**src/rtl/scoreboard_ctrl.sv**
```systemverilog
// scoreboard_ctrl: register scoreboard for multicycle (load/mul/div) writes.
// Tracks per-register pending writes and the outstanding long-op count,
// raises decode stalls on RAW/WAW/capacity hazards, and runs a drain
// handshake (RUN -> DRAIN -> ACK) for fence/ecall.
module scoreboard_ctrl #(
  parameter int unsigned MAX_INFLIGHT = 4
) (
  input  logic        clk,
  input  logic        rst,
  input  logic        instr_valid,
  input  logic [4:0]  rs1,
  input  logic [4:0]  rs2,
  input  logic [4:0]  rd,
  input  logic        uses_rs1,
  input  logic        uses_rs2,
  input  logic        reg_write,
  input  logic        long_op,
  input  logic        flush,
  input  logic        wb_valid,
  input  logic [4:0]  wb_rd,
  input  logic        drain_req,
  output logic        issue,
  output logic        stall,
  output logic [31:0] busy_mask,
  output logic [3:0]  inflight,
  output logic        drain_ack,
  output logic        wb_err
);

  typedef enum logic [1:0] {RUN, DRAIN, ACK} state_e;

  localparam logic [3:0] CAP = 4'(MAX_INFLIGHT);

  state_e      state_q, state_d;
  logic [31:0] busy_q, busy_d;
  logic [3:0]  inflight_q, inflight_d;
  logic        wb_err_q, wb_err_d;

  logic [31:0] clr_mask, eff_busy, set_mask, clr_eff;
  logic        haz, cap_full, go, inc, dec, wb_bad;

  // Writeback clear mask; a writeback is visible to decode in the same cycle.
  always_comb begin
    clr_mask = '0;
    if (wb_valid) clr_mask[wb_rd] = 1'b1;
    eff_busy = busy_q & ~clr_mask;
  end

  // Hazard detection: RAW on either source, WAW on rd, long-op capacity.
  always_comb begin
    cap_full = (inflight_q == CAP);
    haz = (uses_rs1 & eff_busy[rs1])
        | (uses_rs2 & eff_busy[rs2])
        | (reg_write & eff_busy[rd])
        | (long_op & reg_write & (rd != 5'd0) & cap_full & ~wb_valid);
  end

  // FSM outputs: reset forces a transparent, non-stalling decode.
  always_comb begin
    go        = instr_valid & ~flush;
    stall     = 1'b0;
    issue     = go;
    drain_ack = 1'b0;
    if (!rst) begin
      stall     = go & (haz | (state_q != RUN));
      issue     = go & ~(haz | (state_q != RUN));
      drain_ack = (state_q == ACK);
    end
  end

  // Scoreboard next state; only genuinely pending writebacks retire a slot,
  // a bogus one flags wb_err and leaves the count and mask alone.
  always_comb begin
    inc      = issue & long_op & reg_write & (rd != 5'd0);
    dec      = wb_valid & busy_q[wb_rd] & (inflight_q != 4'd0);
    wb_bad   = wb_valid & (~busy_q[wb_rd] | (inflight_q == 4'd0));
    set_mask = '0;
    if (inc) set_mask[rd] = 1'b1;
    clr_eff  = dec ? clr_mask : '0;
    // Set is applied after clear so a same-cycle set of the same register wins.
    busy_d     = (busy_q & ~clr_eff) | set_mask;
    busy_d[0]  = 1'b0;
    inflight_d = inflight_q + 4'(inc) - 4'(dec);
    wb_err_d   = wb_err_q | wb_bad;
  end

  // FSM next state.
  always_comb begin
    state_d = state_q;
    unique case (state_q)
      RUN:     if (drain_req) state_d = DRAIN;
      DRAIN:   if (inflight_d == 4'd0) state_d = ACK;
      ACK:     state_d = RUN;
      default: state_d = RUN;
    endcase
  end

  // State register and scoreboard registers with synchronous reset.
  always_ff @(posedge clk) begin
    if (rst) begin
      state_q    <= RUN;
      busy_q     <= '0;
      inflight_q <= '0;
      wb_err_q   <= 1'b0;
    end else begin
      state_q    <= state_d;
      busy_q     <= busy_d;
      inflight_q <= inflight_d;
      wb_err_q   <= wb_err_d;
    end
  end

  assign busy_mask = busy_q;
  assign inflight  = inflight_q;
  assign wb_err    = wb_err_q;

endmodule

```
**config.mk**
```make
export PLATFORM = sky130hd
export DESIGN_NAME = scoreboard_ctrl
export DESIGN_NICKNAME = d
export VERILOG_FILES = /design/src/rtl/scoreboard_ctrl.sv
export SDC_FILE = /design/constraint.sdc
export NUM_CORES = 1
export LEC_CHECK = 0
export ABC_AREA = 1
export CORE_MARGIN = 5
export CORE_UTILIZATION = 58
export CTS_BUF_LIST = sky130_fd_sc_hd__clkbuf_4 sky130_fd_sc_hd__clkbuf_8
export CTS_CLUSTER_SIZE = 30
export DETAILED_ROUTE_END_ITERATION = 8
export PLACE_DENSITY = 0.85
export SETUP_SLACK_MARGIN = 0.2
export SLEW_MARGIN = 10
export SYNTH_ARGS = -nofsm -noshare
export SYNTH_HDL_FRONTEND = slang
export SYNTH_SLANG_ARGS = --single-unit
```
**constraint.sdc**
```tcl
create_clock -name clk -period 6.1 [get_ports clk]
set_input_delay 0.915 -clock clk [delete_from_list [all_inputs] [get_ports clk]]
set_output_delay 0.915 -clock clk [all_outputs]
set_load 0.03 [all_outputs]
```
==> results.md <==
* Hold Vio Cnt, Final at 0
* VDD IR max at 132 uV
* Post-CTS Setup Repair Bufs at 0
* Cell variety after synth at 33
* First-pass GRT wire length at 21.9 mm
* Dpl hpwl at 10.1 mm
* Synth Warn # at 0
* Hold Startpoint: wb_err
* Startpoint type of the worst setup path: input port
* Critical path capture point type: output pin
* EDFF count, synth at 0
* # IOs at 70
* Clk sinks at 38
* Most frequent cell after synthesis: nand2_1
* Worst path buffer plus inverter count at 3
* Leakage at 1.56 nW
* Placer Congestion at 1.07
* Top cell by count, worst path: nand2_1
* CP max stage delay at 0.69 ns
* Final Routed Wirelength at 13.9 mm
* Largest net degree at the start of global routing at 33
* Slowest CP cell: clkdlybuf4s50_1
* Starting Density at 58.9%
* List of most frequent post-synthesis cells: nand2_1, nand3_1, nor2_1
* Crit-path leading delay family: simple AND/OR/NAND/NOR gates
* Critical path class: input port to output pin
* CP Max Fanout at 32
* Fmax at 198 MHz
* Pre-antenna DRT Iters at 7
* Root Buffer: clkbuf_8
* Port bufs at 68
* 1st-iter DRT viols at 968
* Hold WS at 0.479 ns
* Antenna violations before repair at 0
* Critical Path, Cell by Cell: clkdlybuf4s50_1, inv_1, nor2_4, nand2_1, nand2_1, nand2_1, nand2_1, nor2_1, nand2_1, nor2_1, nand2_1, nor2_1, nor2_1, nand3_2, nand2_4, nor2_1, clkdlybuf4s50_1
* Placed instance count at 719
* CTS HTree Levels at 2
* Yosys reg bits at 38
* Setup Viol. Count Final at 0
* Cts bufs inserted at 5
* Worst-margin pin slew at 0.978 ns
* Post-route ant nets at 0
* Post-route DRC at 0
* Share of the yosys chip area belonging to registers at 22.1%
* Ys async rst share at 0%
* CTS Hold Bufs at 0
* Rows at 28
* Final Power at 0.000583 W
* Core area at 0.00585 mm^2
* DR WL/cell at 19.1 um
* Clk_lat worst skew at 0.30 ns
* Crit share post-route at 82.6%
* Synth Net Count at 634
* Post-Synthesis Cell Area at 0.00344 mm^2
* Hold Crit Class: flop to flop
* Remaining global-route overflow at 0
* Clk_skew at 0.00446 ns
* Via Count at 4,783
* Max Cap Violations at 0
* Tot GR Track Use at 36.7%
* Final number of max-transition violations at 0
* Crit path time final at 5.04 ns
* Reg2reg start: busy_mask[12]
* Main area contributors after synthesis: dfxtp_1, nand3_1, nand2_1
* Final net count at 688
* Post-synthesis area per instance at 5.77 um^2
* Layout cells sized above 1 at 3.68%
* Synthesized instance count at 597
* Primary FF master, synth: dfxtp_1
* Worst Setup SP: wb_valid
* Outcome: finished clean
* Top cell type's share of synthesized area at 22.1%
* PD cells at 139 mW/mm^2
* Area growth from synthesis to layout at 22.3%
* Vias in the first global route at 4,400
* ANT cells at 0
* Die Footprint at 0.00758 mm^2
* RSZ-0062 raised after global routing: no
* Slew HR at 34.7%
* Critical Path RT at 5.18 ns
* CP Data Arrival Time at 4.13 ns
* Synth area leader: dfxtp_1
* Die span in y at 87.1 um
* Post-Layout Cell Count at 727
* Final setup TNS at 0 ns
* Clock-pin transition on the worst setup and hold timing paths at 0.07 ns
* Drt via density at 6.58
* Die W at 87.1 um
* Post-cts gate resize count at 0
* Clock Tree Buf Depth at 2
* CTS tree: done
-- placed cells by master, fill, tap and decap left out, drive strengths merged, types with 2 or more instances in the layout --
cell type / count
dfxtp: 38
a221oi: 2
nand2: 140
a22oi: 12
nand3b: 2
a21o: 2
ha: 6
clkbuf: 7
inv: 51
xor2: 2
nand4: 34
nor2: 77
buf: 3
o21ai: 30
clkdlybuf4s50: 68
nand3: 127
a21oi: 43
-- metrics by stage --
stage                     setup slack (ns)  util (%)  cell area (um^2)
after global placement                1.19      70.3              4120
after floorplan                       2.02         -              3440
after CTS                             1.18      72.0              4210
after detailed placement              1.19      70.3              4120
after global routing                 0.913      72.0              4210
final                                 1.06      72.0              4210
-- final cells by class --
cell class | instances | area, um^2
fill | 494 | 1640
clock inverter | 1 | 5.00
multi-input combinational | 484 | 2370
clock buffer | 7 | 90.1
inverter | 51 | 191
tap | 75 | 93.8
timing repair buffer | 71 | 703
sequential | 38 | 761
-- cells by family after synthesis --
family | synth area share, %
and+or+nand+nor | 50.3
buffers and inverters | 9.27
AOI/OAI and AO/OA | 15.0
adders and majority gates | 2.76
DFF | 22.1
xor gates and xnor gates | 0.509
other | 0.109
-- power breakdown --
group / total, W / switching (W) / internal [W]
Combinational: 0.000143 / 0.0000977 / 0.0000452
Clock: 0.000188 / 0.0000926 / 0.0000957
Sequential: 0.000252 / 0.00000204 / 0.000250
Total: 0.000583 / 0.000192 / 0.000391
-- registers in the layout (all words and copies together) (netlist names) --
register   cells
busy_mask     31
wb_err         1
state_q        2
inflight       4
-- worst paths after layout --
| check | to | slack (ns) | cells past startpoint |
|---|---|---|---|
| setup reg to reg | state_q[0] | 2.71 | 18 |
| hold reg to reg | wb_err | 0.48 | 2 |
| setup / recovery | stall | 1.06 | 17 |
| hold / removal | wb_err | 0.48 | 2 |
-- layer usage --
metal  up-vias  track usage, %  wire, um
li1       2151               -         -
met1      2088            48.4      5200
met2       450            56.9      5990
met3        94            8.14      2040
met4         0            16.3       660
met5         -               0         0
-- tightest hold or removal path: stages, from the launching register on --
cell	delay (ns)
dfxtp_1	0.33
a21oi_1	0.04
nor2_1	0.07
No activity file was read; power rests on OpenSTA's default activity.
